$ cat src/rtl/audio_mixer_multi.sv
// N-channel weighted audio mixer: ZX-Uno volume/control registers, a
// time-multiplexed accumulator with saturation, and a first-order sigma-delta DAC.
module audio_mixer_multi #(
  parameter int         NCHAN    = 4,
  parameter int         WIDTH    = 8,
  parameter int         VOLBITS  = 4,
  parameter logic [7:0] REGBASE  = 8'hC0,
  parameter int         BEEP_LVL = 64
) (
  input  logic                   clk,
  input  logic                   rst_n,
  input  logic [7:0]             zxuno_addr,
  input  logic                   zxuno_regrd,
  input  logic                   zxuno_regwr,
  input  logic [7:0]             din,
  output logic [7:0]             dout,
  output logic                   oe_n,
  input  logic [NCHAN*WIDTH-1:0] ch_in,
  input  logic                   spk,
  input  logic                   ear,
  input  logic                   mic,
  output logic [WIDTH-1:0]       mix,
  output logic                   mix_strobe,
  output logic                   audio_out
);

  localparam int STEPW = $clog2(NCHAN + 2);
  localparam int ACCW  = WIDTH + $clog2(NCHAN + 2);
  localparam int PRODW = WIDTH + VOLBITS;
  localparam logic [STEPW-1:0] BEEP_STEP = STEPW'(NCHAN);
  localparam logic [STEPW-1:0] LAST_STEP = STEPW'(NCHAN + 1);
  localparam logic [ACCW-1:0]  MIX_MAX   = ACCW'((1 << WIDTH) - 1);
  localparam logic [7:0]       CTRL_ADDR = REGBASE + 8'(NCHAN);

  logic [STEPW-1:0]   step_r;
  logic [ACCW-1:0]    acc_r;
  logic [WIDTH-1:0]   mix_r;
  logic               mix_strobe_r;
  logic [WIDTH:0]     sd_r;
  logic               audio_out_r;
  logic [VOLBITS-1:0] vol_r [NCHAN];
  logic [1:0]         ctrl_r;

  logic [WIDTH-1:0]   samp_s;
  logic [VOLBITS-1:0] gain_s;
  logic [PRODW-1:0]   prod_s;
  logic [ACCW-1:0]    term_s;
  logic [ACCW-1:0]    beep_s;
  logic [ACCW-1:0]    sum_s;
  logic               hit_s;
  logic [7:0]         rdata_s;
  logic               unused_s;

  // Select the current step's channel and volume, and form the weighted/beeper term.
  always_comb begin
    samp_s = '0;
    gain_s = '0;
    for (int i = 0; i < NCHAN; i++) begin
      samp_s = samp_s | (ch_in[i*WIDTH +: WIDTH] & {WIDTH{step_r == STEPW'(i)}});
      gain_s = gain_s | (vol_r[i] & {VOLBITS{step_r == STEPW'(i)}});
    end
    prod_s = PRODW'(samp_s) * PRODW'(gain_s);
    term_s = ACCW'(prod_s[PRODW-1:VOLBITS]);
    if (ctrl_r[1]) begin
      beep_s = '0;
    end else begin
      beep_s = (spk ? ACCW'(BEEP_LVL)     : ACCW'(0))
             + (ear ? ACCW'(BEEP_LVL / 4) : ACCW'(0))
             + (mic ? ACCW'(BEEP_LVL / 8) : ACCW'(0));
    end
    sum_s = acc_r + ((step_r == BEEP_STEP) ? beep_s : term_s);
  end

  // Frame sequencer: step 0 restarts the sum, the last step publishes the saturated mix.
  always_ff @(posedge clk) begin
    if (!rst_n) begin
      step_r       <= '0;
      acc_r        <= '0;
      mix_r        <= '0;
      mix_strobe_r <= 1'b0;
    end else if (step_r == LAST_STEP) begin
      step_r       <= '0;
      mix_strobe_r <= 1'b1;
      mix_r        <= ctrl_r[0] ? WIDTH'(0)
                    : ((acc_r > MIX_MAX) ? MIX_MAX[WIDTH-1:0] : acc_r[WIDTH-1:0]);
    end else begin
      step_r       <= step_r + STEPW'(1);
      mix_strobe_r <= 1'b0;
      acc_r        <= (step_r == STEPW'(0)) ? term_s : sum_s;
    end
  end

  // Volume and control register writes from the ZX-Uno data port.
  always_ff @(posedge clk) begin
    if (!rst_n) begin
      ctrl_r <= 2'b00;
      for (int i = 0; i < NCHAN; i++) vol_r[i] <= '1;
    end else if (zxuno_regwr) begin
      for (int i = 0; i < NCHAN; i++) begin
        if (zxuno_addr == REGBASE + 8'(i)) vol_r[i] <= din[VOLBITS-1:0];
      end
      if (zxuno_addr == CTRL_ADDR) ctrl_r <= din[1:0];
    end else begin
      ctrl_r <= ctrl_r;
    end
  end

  // First-order sigma-delta: the carry out of the error accumulator is the bitstream.
  always_ff @(posedge clk) begin
    if (!rst_n) begin
      sd_r        <= '0;
      audio_out_r <= 1'b0;
    end else begin
      sd_r        <= {1'b0, sd_r[WIDTH-1:0]} + {1'b0, mix_r};
      audio_out_r <= sd_r[WIDTH];
    end
  end

  // Combinational register read-back; the bus is released outside our address window.
  always_comb begin
    hit_s   = (zxuno_addr == CTRL_ADDR);
    rdata_s = {6'b000000, ctrl_r} & {8{zxuno_addr == CTRL_ADDR}};
    for (int i = 0; i < NCHAN; i++) begin
      hit_s   = hit_s | (zxuno_addr == REGBASE + 8'(i));
      rdata_s = rdata_s | (8'(vol_r[i]) & {8{zxuno_addr == REGBASE + 8'(i)}});
    end
    if (zxuno_regrd && hit_s) begin
      dout = rdata_s;
      oe_n = 1'b0;
    end else begin
      dout = 8'hFF;
      oe_n = 1'b1;
    end
  end

  assign unused_s   = ^{din, prod_s};
  assign mix        = mix_r;
  assign mix_strobe = mix_strobe_r;
  assign audio_out  = audio_out_r;

endmodule

$ cat config.mk
export PLATFORM = sky130hd
export DESIGN_NAME = audio_mixer_multi
export DESIGN_NICKNAME = d
export VERILOG_FILES = /design/src/rtl/audio_mixer_multi.sv
export SDC_FILE = /design/constraint.sdc
export NUM_CORES = 1
export LEC_CHECK = 0
export BUFFER_PORTS_ARGS = -buffer_cell sky130_fd_sc_hd__buf_4
export CORE_MARGIN = 8
export CORE_UTILIZATION = 51
export CTS_BUF_LIST = sky130_fd_sc_hd__clkbuf_16
export CTS_CLUSTER_DIAMETER = 120
export CTS_CLUSTER_SIZE = 10
export DETAILED_ROUTE_END_ITERATION = 10
export GPL_TIMING_DRIVEN = 0
export PLACE_DENSITY = 0.77
export REMOVE_ABC_BUFFERS = 1
export SETUP_SLACK_MARGIN = 0.1
export SLEW_MARGIN = 10
export SYNTH_ARGS = -nofsm -noshare
export SYNTH_HDL_FRONTEND = slang
export SYNTH_SLANG_ARGS = --single-unit
$ cat constraint.sdc
create_clock -name clk -period 5.4 [get_ports clk]
set_input_delay 0.27 -clock clk [delete_from_list [all_inputs] [get_ports clk]]
set_output_delay 0.27 -clock clk [all_outputs]
set_load 0.01 [all_outputs]
* Yosys cells after proc, flatten, opt, wreduce, memory -nomap -nowiden *
Memories as Yosys holds them, arrays and structs flattened.
Index checks and enable logic that the tools add are counted.
Widths: inputs -> output; s select.

storage, ports and cells
  logic and storage cells = 93
  memories = 1
  memory bits (writable) = 16
  register bits = 35
  output and inout port bits = 19
  input port bits = 55

operators by class
  reduce and logical (&&, ||, !) cells = 4
  multipliers = 1
  add/sub/neg operators = 5
  order comparisons = 1
  bitwise gates (word level) = 32
  eq/ne operators = 10
  muxes and demuxes = 32

memories
  name   depth  bits a word  rd ports  clocked after memory_dff  wr ports  RTL line  text
  vol_r  4      4            4         0                         4         41        logic [VOLBITS-1:0] vol_r [NCHAN];

operators by type and width
  cell                 count
  $or 8x8->8           7
  $eq 8x8->1 const B   5
  $mux 11              3
  $and 4x8->8          4
  $and 8x8->8          4
  $mux 8               3
  $mux 4               5
  $mux 1               19
  $and 4x4->4          4
  $mul 8x4->12         1
  $or 4x4->4           3
  $add 11x11->11       1
  $gt 11x8->1 const B  1
  $add 8x4->9          1
  $add 8x8->9          1
  $add 7x5->8          1
  $and 2x8->8          1
  $or 1x1->1           8
  $mux 7               1
  $eq 3x2->1 const B   2
  $eq 3x3->1 const B   2
  $mux 5               1
  $add 3x1->3 const B  1
  $eq 3x1->1 const B   1
  other kinds (5)      5

* Logic depth before layout (Yosys ltp) *
Gate-level depths: netlist of run 1.

  depth after elaboration = 9
  mapped depth = 31
  depth with buffers taken out = 30

* Worst setup path after synthesis of run 1 *
OpenSTA, ideal clock, no wires.

  path kind = reg-to-reg
  from = reg step_r[0]
  to = reg acc_r[10]
  path buffers = 1
  required time = 5.285 ns
  data arrival time = 5.403 ns
  path slack = -0.117 ns
  cell stages (with the launch flop) = 29
  library setup time = 0.115 ns
  clock period less this slack = 5.517 ns
  path through = dfxtp_1 > inv_1 > ha_1 > buf_2 > a222oi_1 > nor2_1 > a21oi_1 > nand2b_1 > fa_1 > fa_1 > inv_1 > ha_1 > nand2_1 > a21oi_1 > o2111ai_1 > o31ai_2 > o21ai_0 > nand2b_1 > xnor2_1 > o21ai_0 > ha_1 > o21ai_0 > a21boi_0 > o21ai_0 > a21oi_1 > o21ai_0 > a21oi_1 > xnor2_1 > nor2_1

on the way
  word-level cells in the longest chain between the ends = 9
  elaborated cells on any way between the ends = 24
  classes of those cells = add/sub: 1; mul: 1; eq/ne: 5; mux: 2; bitwise: 14; reduce/logical: 1

RTL lines
  element                                                 RTL line    text
  start, declared                                         35          logic [STEPW-1:0] step_r;
  start signal, assigned                                  87          step_r <= step_r + STEPW'(1);
  $eq 3x1->1 or $logic_not 3->1 (tied branches)           59, 60, 89
  $and 8x8->8 or $and 4x4->4 (tied branches)              59, 60
  $or 8x8->8 or $or 4x4->4 (tied branches) (3 in series)  59, 60
  $mul 8x4->12                                            62          prod_s = PRODW'(samp_s) * PRODW'(gain_s);
  $mux 11                                                 71          sum_s = acc_r + ((step_r == BEEP_STEP) ? beep_s : term_s);
  $add 11x11->11                                          71
  $mux 11                                                 89          acc_r <= (step_r == STEPW'(0)) ? term_s : sum_s;
  end signal, assigned                                    89
  end, declared                                           36          logic [ACCW-1:0] acc_r;

Parallel ways exist; a longest one is shown, timed or not.
A chain may end at the register's enable or synchronous reset.

* Worst setup path after layout of run 1 *
  from = reg step_r[1]
  to = reg acc_r[9]

Same word-level chain as after synthesis.

==> summary.md, run 1 <==
| Metric | Value |
|---|---|
| Primary FF master, synth | `dfxtp_1` |
| Synth top area share | `17.4%` |
| Die Y-Extent | `105 um` |
| Internal cell power | `1.22 mW` |
| Routability Congestion | `0.864` |
| Post-DP HPWL | `7670 um` |
| FILL cells | `573` |
| Clk network pwr share | `16.5%` |
| Final worst-path cycle share | `101%` |
| Seq/Total Area, Yosys | `29.3%` |
| Syn_area_per_cell | `8.41 um2` |
| Share of cells above drive strength 1 | `32.8%` |
| CP max-delay cell | `fa_1` |
| Leading area contributor after synthesis | `dfxtp_1` |
| Synth Cell Area | `4040 um2` |
| Clock skew | `0.00440 ns` |
| Initial antenna violation count | `0` |
| Final Hold Fails | `0` |
| Max_cap viols | `0` |
| Total iterations of the first detailed-routing run | `8` |
| WS Path Type | `flip-flop to flip-flop` |
| WP data required | `5.63 ns` |
| Final Non-Filler Cells | `675` |
| CTS Buffer Depth | `2` |
| Io pins | `74` |
| Cell variety after synth | `52` |
| Antenna Cells | `0` |
| Initial Util | `52.5%` |
| H-tree levels | `2` |
| Clock tree from TritonCTS | `built` |
| Num rows | `32` |
| Compound-cell area share of the yosys netlist | `18.6%` |
| Number of synthesized flops with an enable pin | `16` |
| Adder-Cell Fraction of Synth Area | `17.9%` |
| Share of power burned in registers | `23.0%` |
| Multi-input logic area | `2880 um2` |
| Root buf cell | `clkbuf_16` |
| Final worst slack | `-0.0810 ns` |
| Syn Inst Count | `480` |
| Iter 0 DRT Violations | `319` |
| DR vias | `3,877` |
| CTS Hold Bufs | `0` |
| Max-slew violations | `0` |
| Final setup vio count | `5` |
| Worst Path Max Fanout | `7` |
| Largest family of logic cells by synthesized area | `simple AND/OR/NAND/NOR gates` |
| Status | `finished with violations` |
| Cts bufs inserted | `5` |
| Vias per cell | `5.74` |
| Number of global-route vias before repair | `4,074` |
| Worst Max-Slew Pin Slew | `1.03 ns` |
| CP endpoint kind | `flip-flop` |
| Max stage delay on crit path | `0.50 ns` |
| YS warnings | `0` |
| Static Leak | `2.34 nW` |
| Synth top area cells | `dfxtp_1 (17%), edfxtp_1 (12%), ha_1 (11%)` |
| Minimum clock period | `5.48 ns` |
| Largest net degree at the start of global routing | `42` |
| Total net switching power | `788 uW` |
| Simple-Gate Fraction of Synth Area | `23.1%` |
| Final core occ | `69.4%` |
| Mux cell area share after synthesis | `0.992%` |
| Clk slew on worst S/H paths | `0.07 ns` |
| Area Overhead vs Synth | `32.0%` |
| DRC | `0` |
| DIE WIDTH | `105 um` |
| Relative slew slack | `31.4%` |
| Remaining global-route overflow | `0` |
| Tot Pwr | `2.00 mW` |
| Combinational share of power | `60.5%` |
| WP data arrival | `5.71 ns` |
| Register area | `1190 um2` |
| Drt total wl | `11,100 um` |
| Reg2reg setup slack | `-0.08 ns` |
| Peak supply drop | `0.213 mV` |
| PwrDens | `376 nW/um2` |
| Global-route usage over all layers | `19.7%` |
| Die area | `11,000 um2` |
| CP startpoint kind | `flip-flop` |
| Synth Area in XOR/XNOR | `3.69%` |
| Core Box Area | `7690 um2` |
| Dpl cells | `627` |
| Layout Nets | `677` |
| Highest Clock Rate | `182 MHz` |
| Pre-CTS WS | `-1.36 ns` |
| Synth async-reset ratio | `0%` |
| Final Instance Area | `5330 um2` |
| Area after DPL | `4570 um2` |
| Routed Antenna Nets | `0` |
| Most used cell, CP | `a21oi_2` |
| Global-route wire length before repair | `18,400 um` |
| IO buf count | `69` |
| Wire per inst | `16.5 um` |
| Worst Hold Class | `input pin to flip-flop` |
| Sw Ratio | `39.3%` |
| Setup_tns | `-0.293 ns` |
| RSZ-0062 raised after global routing | `yes` |
| Clk_lat worst skew | `0.30 ns` |
| Synth Register Bits | `51` |
| Clock sink total | `51` |
| Worst hold margin | `0.265 ns` |
| Failing checks | `negative setup slack` |
-- cells by family (layout without fill, tap and decap cells) --
family,after synthesis,count (layout)
and+or+nand+nor,186,186
buffers and inverters,63,156
AOI/OAI and AO/OA,109,109
adders and majority gates,50,50
xor gates and xnor gates,17,17
DFF,51,51
muxes,4,4
-- power by group through the flow --
stage / logic [mW] / registers [mW] / clock network (mW)
floorplan: 0.608 / 0.457 / 0
global placement: 0.745 / 0.468 / 0
detailed placement: 0.782 / 0.468 / 0
CTS: 1.05 / 0.459 / 0.330
global route: 1.32 / 0.464 / 0.348
finish: 1.21 / 0.461 / 0.331
-- per-layer routing --
metal	global-route usage [%]	wire length [um]	vias up
met5	0	0	-
met4	7.95	319	0
met3	3.81	586	29
met2	34.6	5570	135
met1	23.1	4660	1866
li1	-	-	1847
-- cells in the mapped netlist (13+ instances only) --
library cell,n
a21oi_1,38
clkbuf_1,16
dfxtp_1,35
edfxtp_1,16
fa_1,13
ha_1,37
inv_1,39
nand2_1,32
nand2b_1,17
nor2_1,58
nor2b_1,19
o21ai_0,17
-- worst max-delay path: cells and delay by family (launching register included) --
family	cells	cell delay, ns
AND/OR/NAND/NOR	5	0.62
flip-flops	1	0.39
XOR/XNOR	1	0.19
AO/OA/AOI/OAI	11	1.96
buffers and inverters	6	0.51
adder cells (fa/ha/maj)	5	1.72
-- timing repair --
item                       CTS  global route
pin swaps                   29            26
gates resized for setup     63            21
hold endpoints to repair     0             0
setup buffers               31             9
setup endpoints to repair   11             8
-- path summary, 6_finish.rpt --
check	startpoint	cells after the start	to
max	step_r[1]	28	acc_r[9]
min	din[2]	2	vol_r[1][2]
max reg2reg	step_r[1]	28	acc_r[9]
min reg2reg	sd_r[8]	1	audio_out
-- cell type report --
cell class | count | share of cell area, %
multi-input combinational | 366 | 54.1
sequential | 51 | 22.4
timing repair buffer | 109 | 15.5
inverter | 39 | 2.84
tap | 102 | 2.39
clock buffer | 5 | 2.35
clock inverter | 3 | 0.493
-- state kept, by name, indices dropped and copies added (netlist names) --
name,cells
vol_r,16
acc_r,11
sd_r,9
mix,8
step_r,3
ctrl_r,2
audio_out,1
mix_strobe,1
-- cell usage in the layout (no fill, tap or decap), types with 15 or more instances in the layout --
cell,n
buf_4,107
nor2_1,52
inv_1,33
dfxtp_1,32
ha_1,30
nand2_1,29
a21oi_1,27
nand2b_1,17
edfxtp_1,16
nor2b_1,15
Note: power is estimated with default switching activity, not from simulation.
==> inputs of run 2 (changes only) <==
CORE_ASPECT_RATIO = 0.75   (was not set)
==> run 2 against run 1 <==
The flow still finishes with violations (negative setup slack). Non-clock buffer count fell by 9. Wire length rose by 6.0%. Critical endpoint is now acc_r[6]. Register-to-register slack got worse by 0.13 ns. Sequential power rose by 2%.
==> summary.md, run 2 (same netlist as run 1, synthesis figures left out) <==
| Metric | Value |
|---|---|
| Final worst slack | `-0.213 ns (-0.132 ns)` |
| CTS Buffer Depth | `2 (unchanged)` |
| Area Overhead vs Synth | `30.7%` |
| WP data required | `5.58 ns (-0.05 ns)` |
| Max-slew violations | `0 (unchanged)` |
| Relative slew slack | `25.2% (-6.3 points)` |
| Initial Util | `51.9% (-0.61 points)` |
| WL met3 | `746 um (+27%)` |
| Final worst-path cycle share | `104% (+2.4 points)` |
| Pre-CTS WS | `-1.28 ns (+0.0866 ns)` |
| Final Non-Filler Cells | `669 (-0.89%)` |
| Routed Antenna Nets | `0 (unchanged)` |
| Clock sink total | `51 (unchanged)` |
| Dpl cells | `630 (+0.48%)` |
| Final Hold Fails | `0 (unchanged)` |
| Top Metal Used | `met4` |
| Post-DP HPWL | `7790 um (+1.6%)` |
| Layout Nets | `668 (-1.3%)` |
| DIE WIDTH | `119 um (+13%)` |
| Vias per cell | `5.76 (+0.32%)` |
| RSZ-0062 raised after global routing | `yes` |
| Clk_lat worst skew | `0.29 ns (about the same)` |
| Largest regs | `vol_r (16), acc_r (11), sd_r (9)` |
| Drt total wl | `11,800 um (+6.0%)` |
| Register with the most flip-flops | `vol_r` |
| Number of global-route vias before repair | `3,883 (-4.7%)` |
| PwrDens | `368 nW/um2 (-2.0%)` |
| Minimum clock period | `5.61 ns (+0.132 ns)` |
| Routability Congestion | `0.868 (+0.40%)` |
| Max reg flops | `16 (unchanged)` |
| WS Path Type | `flip-flop to flip-flop` |
| Static Leak | `2.29 nW (-2.1%)` |
| Worst Path Max Fanout | `7 (unchanged)` |
| Worst Hold Class | `input pin to flip-flop` |
| Die area | `11,000 um2 (+0.27%)` |
| Initial antenna violation count | `0 (unchanged)` |
| Root buf cell | `clkbuf_16` |
| Core Box Area | `7780 um2 (+1.2%)` |
| Status | `finished with violations` |
| Highest Clock Rate | `178 MHz (-2.4%)` |
| Share of cells above drive strength 1 | `31.2% (-1.6 points)` |
| WL met2 | `5850 um (+5.0%)` |
| Largest net degree at the start of global routing | `42 (unchanged)` |
| Cts bufs inserted | `5 (unchanged)` |
| Most used cell, CP | `buf_4` |
| Clock skew | `0.00485 ns (+0.000444 ns)` |
| Commonest non-fill, non-tap cell in the layout | `buf_4` |
| CP startpoint kind | `flip-flop` |
| Max_cap viols | `0 (unchanged)` |
| Io pins | `74 (unchanged)` |
| H-tree levels | `2 (unchanged)` |
| IO buf count | `69 (unchanged)` |
| Max stage delay on crit path | `0.52 ns (+0.02 ns)` |
| Final setup vio count | `6 (+1)` |
| WL met1 | `4860 um (+4.3%)` |
| CP max-delay cell | `fa_1` |
| Setup_tns | `-0.942 ns (-0.648 ns)` |
| DRC | `0 (unchanged)` |
| CP endpoint kind | `flip-flop` |
| Failing checks | `negative setup slack` |
| Worst Max-Slew Pin Slew | `1.12 ns (+0.0936 ns)` |
| Num rows | `28 (-13%)` |
| DR vias | `3,855 (-0.57%)` |
| Antenna Cells | `0 (unchanged)` |
| Global-route usage over all layers | `20.0% (+0.29 points)` |
| Die Y-Extent | `93.1 um (-11%)` |
| Final Instance Area | `5280 um2 (-1.0%)` |
| Clk slew on worst S/H paths | `0.07 ns (about the same)` |
| Area after DPL | `4570 um2 (about the same)` |
| WP data arrival | `5.79 ns (+0.08 ns)` |
| Iter 0 DRT Violations | `301 (-5.6%)` |
| Global-route wire length before repair | `18,300 um (-0.79%)` |
| Remaining global-route overflow | `0 (unchanged)` |
| Peak supply drop | `0.225 mV (+5.6%)` |
| Total iterations of the first detailed-routing run | `5 (-3)` |
| Wire per inst | `17.7 um (+7.0%)` |
| Highest-count cells in the layout ignoring fill and taps | `buf_4 (98), nor2_1 (53), inv_1 (34), dfxtp_1 (32), nand2_1 (31)` |
| Clock tree from TritonCTS | `built` |
[run 2: cell type report]
class / count / area [um2]
multi-input combinational: 366 / 2900
fill: 617 / 2500
sequential: 51 / 1190
timing repair buffer: 100 / 757
inverter: 39 / 151
tap: 105 / 131
clock buffer: 5 / 125
clock inverter: 3 / 23.8
[run 2: worst paths after layout]
kind / startpoint / endpoint / slack (ns) / cells after the start
setup / recovery: step_r[0] / acc_r[6] / -0.21 / 29
hold / removal: din[2] / vol_r[2][2] / 0.27 / 2
setup reg to reg: step_r[0] / acc_r[6] / -0.21 / 29
hold reg to reg: sd_r[8] / audio_out / 0.46 / 1
[run 2: report_power, final]
part	leakage (nW)	internal, mW	switching (mW)
sequential	0.447	0.427	0.0421
clock	0.0717	0.174	0.151
combinational	1.77	0.550	0.599
[run 2: repair_timing]
action / in CTS / in global routing
cloned: 0 / 0
endpoints found under the hold margin: 0 / 0
buffers inserted: 17 / 14
pin swaps: 31 / 27
endpoints found under the setup margin: 10 / 8
resized for setup: 59 / 22
hold buffers: 0 / 0
[run 2: layer usage]
layer | track usage, % | vias to the layer above
met2 | 34.4 | 172
met1 | 25.2 | 1824
met5 | 0 | -
met3 | 3.49 | 35
li1 | - | 1824
met4 | 6.72 | 0
[run 2: worst max-delay path, delay by kind of cell (launching register included)]
family	cells	cell delay, ns
AO/OA/AOI/OAI	11	2.03
adder cells (fa/ha/maj)	5	1.71
flip-flops	1	0.38
buffers and inverters	7	0.87
XOR/XNOR	1	0.12
AND/OR/NAND/NOR	5	0.38
[run 2: stage by stage]
| stage | power [mW] | utilization, % | hold WS (ns) |
|---|---|---|---|
| 2_1_floorplan | 1.07 | - | 0.392 |
| 3_3_place_gp | 1.21 | 58.8 | 0.427 |
| 3_5_place_dp | 1.25 | 58.8 | 0.442 |
| 4_1_cts | 1.70 | 65.0 | 0.272 |
| 5_1_grt | 2.07 | 67.8 | 0.273 |
| 6_report | 1.94 | 67.8 | 0.273 |
==> inputs of run 3 (changes only) <==
BUFFER_PORTS_ARGS = -buffer_cell sky130_fd_sc_hd__buf_2   (was -buffer_cell sky130_fd_sc_hd__buf_4)
CORE_UTILIZATION = 40   (was 51)
PLACE_DENSITY = not set   (was 0.77)
==> run 3 against run 2 <==
The flow still finishes with violations (negative setup slack). Wire length fell by 4.9%. Highest routed layer unchanged. Clock power barely moved. Flip-flop and latch count did not move. Cell count rose by 3.9%. Critical path depth rose by 1. Hold slack improved by 0.017 ns. Combinational power fell by 3%. Sequential power fell by 2%. First-iteration DRC count did not move. Register-to-register slack improved by 0.07 ns. Clock skew barely moved. Total power fell by 2.6%.
==> summary.md, run 3 (same netlist as run 1, synthesis figures left out) <==
| Metric | Value |
|---|---|
| Max stage delay on crit path | `0.53 ns (about the same)` |
| Register with the most flip-flops | `vol_r` |
| Vias per cell | `5.32 (-7.7%)` |
| Cts bufs inserted | `5 (unchanged)` |
| Routed Antenna Nets | `0 (unchanged)` |
| CP max-delay cell | `fa_1` |
| Core Box Area | `9740 um2 (+25%)` |
| IO buf count | `69 (unchanged)` |
| Area after DPL | `4440 um2 (-3.0%)` |
| Largest regs | `vol_r (16), acc_r (11), sd_r (9)` |
| Clock tree from TritonCTS | `built` |
| Worst R2R Start | `step_r[0]` |
| Initial Util | `41.5% (-10 points)` |
| Total iterations of the first detailed-routing run | `6 (+1)` |
| Final worst-path cycle share | `103% (-1.3 points)` |
| WS Path Type | `flip-flop to flip-flop` |
| Crit Reg-Reg Endpoint | `acc_r[6]` |
| Reg2reg setup slack | `-0.14 ns (+0.07 ns)` |
| Max_cap viols | `0 (unchanged)` |
| CP startpoint kind | `flip-flop` |
| Die Y-Extent | `103 um (+11%)` |
| Final Hold Fails | `0 (unchanged)` |
| Final Instance Area | `5130 um2 (-2.7%)` |
| CTS Hold Bufs | `0 (unchanged)` |
| Static Leak | `2.23 nW (-2.7%)` |
| DRC | `0 (unchanged)` |
| Highest Clock Rate | `180 MHz (+1.3%)` |
| Initial antenna violation count | `0 (unchanged)` |
| PwrDens | `369 nW/um2 (about the same)` |
| Clk_lat worst skew | `0.29 ns (about the same)` |
| Commonest non-fill, non-tap cell in the layout | `buf_2` |
| Root buf cell | `clkbuf_16` |
| Clock skew | `0.00503 ns (+0.000185 ns)` |
| Wire per inst | `16.2 um (-8.4%)` |
| Max reg flops | `16 (unchanged)` |
| DIE WIDTH | `132 um (+11%)` |
| Antenna Cells | `0 (unchanged)` |
| Global-route wire length before repair | `18,600 um (+1.7%)` |
| Critical Path End | `acc_r[6]` |
| WP data required | `5.62 ns (+0.04 ns)` |
| Worst hold margin | `0.289 ns (+0.0166 ns)` |
| Area Overhead vs Synth | `27.2%` |
| DR vias | `3,698 (-4.1%)` |
| Status | `finished with violations` |
| Clock sink total | `51 (unchanged)` |
| RSZ-0062 raised after global routing | `yes` |
| CP endpoint kind | `flip-flop` |
| Iter 0 DRT Violations | `301 (unchanged)` |
| Die area | `13,600 um2 (+23%)` |
| Drt total wl | `11,200 um (-4.9%)` |
| Worst Hold Class | `input pin to flip-flop` |
| Number of global-route vias before repair | `3,859 (-0.62%)` |
| WP data arrival | `5.76 ns (-0.03 ns)` |
| Global-route usage over all layers | `16.6% (-3.5 points)` |
| Share of cells above drive strength 1 | `31.3% (+0.055 points)` |
| Worst hold stages | `3 (+1)` |
| Worst Max-Slew Pin Slew | `1.03 ns (-0.0946 ns)` |
| Final worst slack | `-0.141 ns (+0.0716 ns)` |
| CP startpoint | `step_r[0]` |
| Clk slew on worst S/H paths | `0.07 ns (about the same)` |
| Largest net degree at the start of global routing | `42 (unchanged)` |
| Highest-count cells in the layout ignoring fill and taps | `buf_2 (70), nor2_1 (52), inv_1 (35), dfxtp_1 (32), nand2_1 (29)` |
| Post-DP HPWL | `8160 um (+4.7%)` |
| H-tree levels | `2 (unchanged)` |
| Relative slew slack | `31.5% (+6.3 points)` |
| Routability Congestion | `0.820 (-5.6%)` |
| Layout Nets | `667 (-0.15%)` |
| Worst Path Max Fanout | `7 (unchanged)` |
| CTS Buffer Depth | `2 (unchanged)` |
| Max-slew violations | `0 (unchanged)` |
| Minimum clock period | `5.54 ns (-0.0716 ns)` |
| Peak supply drop | `0.167 mV (-26%)` |
| Io pins | `74 (unchanged)` |
| Final setup vio count | `4 (-2)` |
| Failing checks | `negative setup slack` |
| Num rows | `31 (+11%)` |
| Remaining global-route overflow | `0 (unchanged)` |
| R2R depth | `30 (+3.4%)` |
[run 3: cell types whose count changed in the layout (fill, tap and decap cells not counted), sizes merged]
cell,before,now
clkdlybuf4s18,1,0
clkinvlp,1,2
clkinv,1,0
[run 3: repair_timing]
item	in CTS	in global routing
resized for setup	54	30
buffers inserted	23	7
endpoints found under the setup margin	10	8
pin swaps	21	28
[run 3: critical path: cells and delay by family, from the launching register on]
family                   cells  cell delay, ns
buffers and inverters        5            0.46
XOR/XNOR                     1            0.17
adder cells (fa/ha/maj)      6            2.01
AND/OR/NAND/NOR              9            1.09
AO/OA/AOI/OAI                9            1.35
flip-flops                   1            0.39
[run 3: cell type report]
class / instances / area (um2)
Clock buffer: 5 / 125
Clock inverter: 3 / 23.8
Fill cell: 901 / 4600
Inverter: 39 / 149
Multi-Input combinational cell: 366 / 2910
Sequential cell: 51 / 1190
Tap cell: 132 / 165
Timing Repair Buffer: 99 / 572
[run 3: metrics by stage]
stage               total power, mW  util (%)  setup TNS, ns  cells  setup WS [ns]
floorplan                      1.07         -         -0.586    456         -0.170
global placement               1.21      45.6          -8.84    657          -1.29
detailed placement             1.25      45.6         -10.41    657          -1.47
CTS                            1.74      50.9         -0.458    688         -0.131
global route                   2.04      52.7          -2.21    695         -0.430
finish                         1.89      52.7         -0.434    695         -0.141
[run 3: how the worst min path moves through the flow]
stage                       start         to
after floorplan             rst_n  audio_out
after global placement    sd_r[8]  audio_out
after detailed placement  sd_r[8]  audio_out
after CTS                  din[1]  ctrl_r[1]
after global routing       din[1]  ctrl_r[1]
final                      din[1]  ctrl_r[1]
[run 3: where the power goes]
part / total [mW] / internal [mW] / switching, mW
clock network: 0.325 / 0.174 / 0.151
registers: 0.462 / 0.427 / 0.0347
logic: 1.11 / 0.532 / 0.575
[run 3: layer usage]
| metal | global-route usage (%) | up-vias | part of all wire, % |
|---|---|---|---|
| li1 | - | 1818 | - |
| met1 | 21.3 | 1786 | 47 |
| met2 | 28.4 | 84 | 48 |
| met3 | 3.21 | 10 | 3.9 |
| met4 | 4.05 | 0 | 1.1 |
| met5 | 0 | - | 0 |
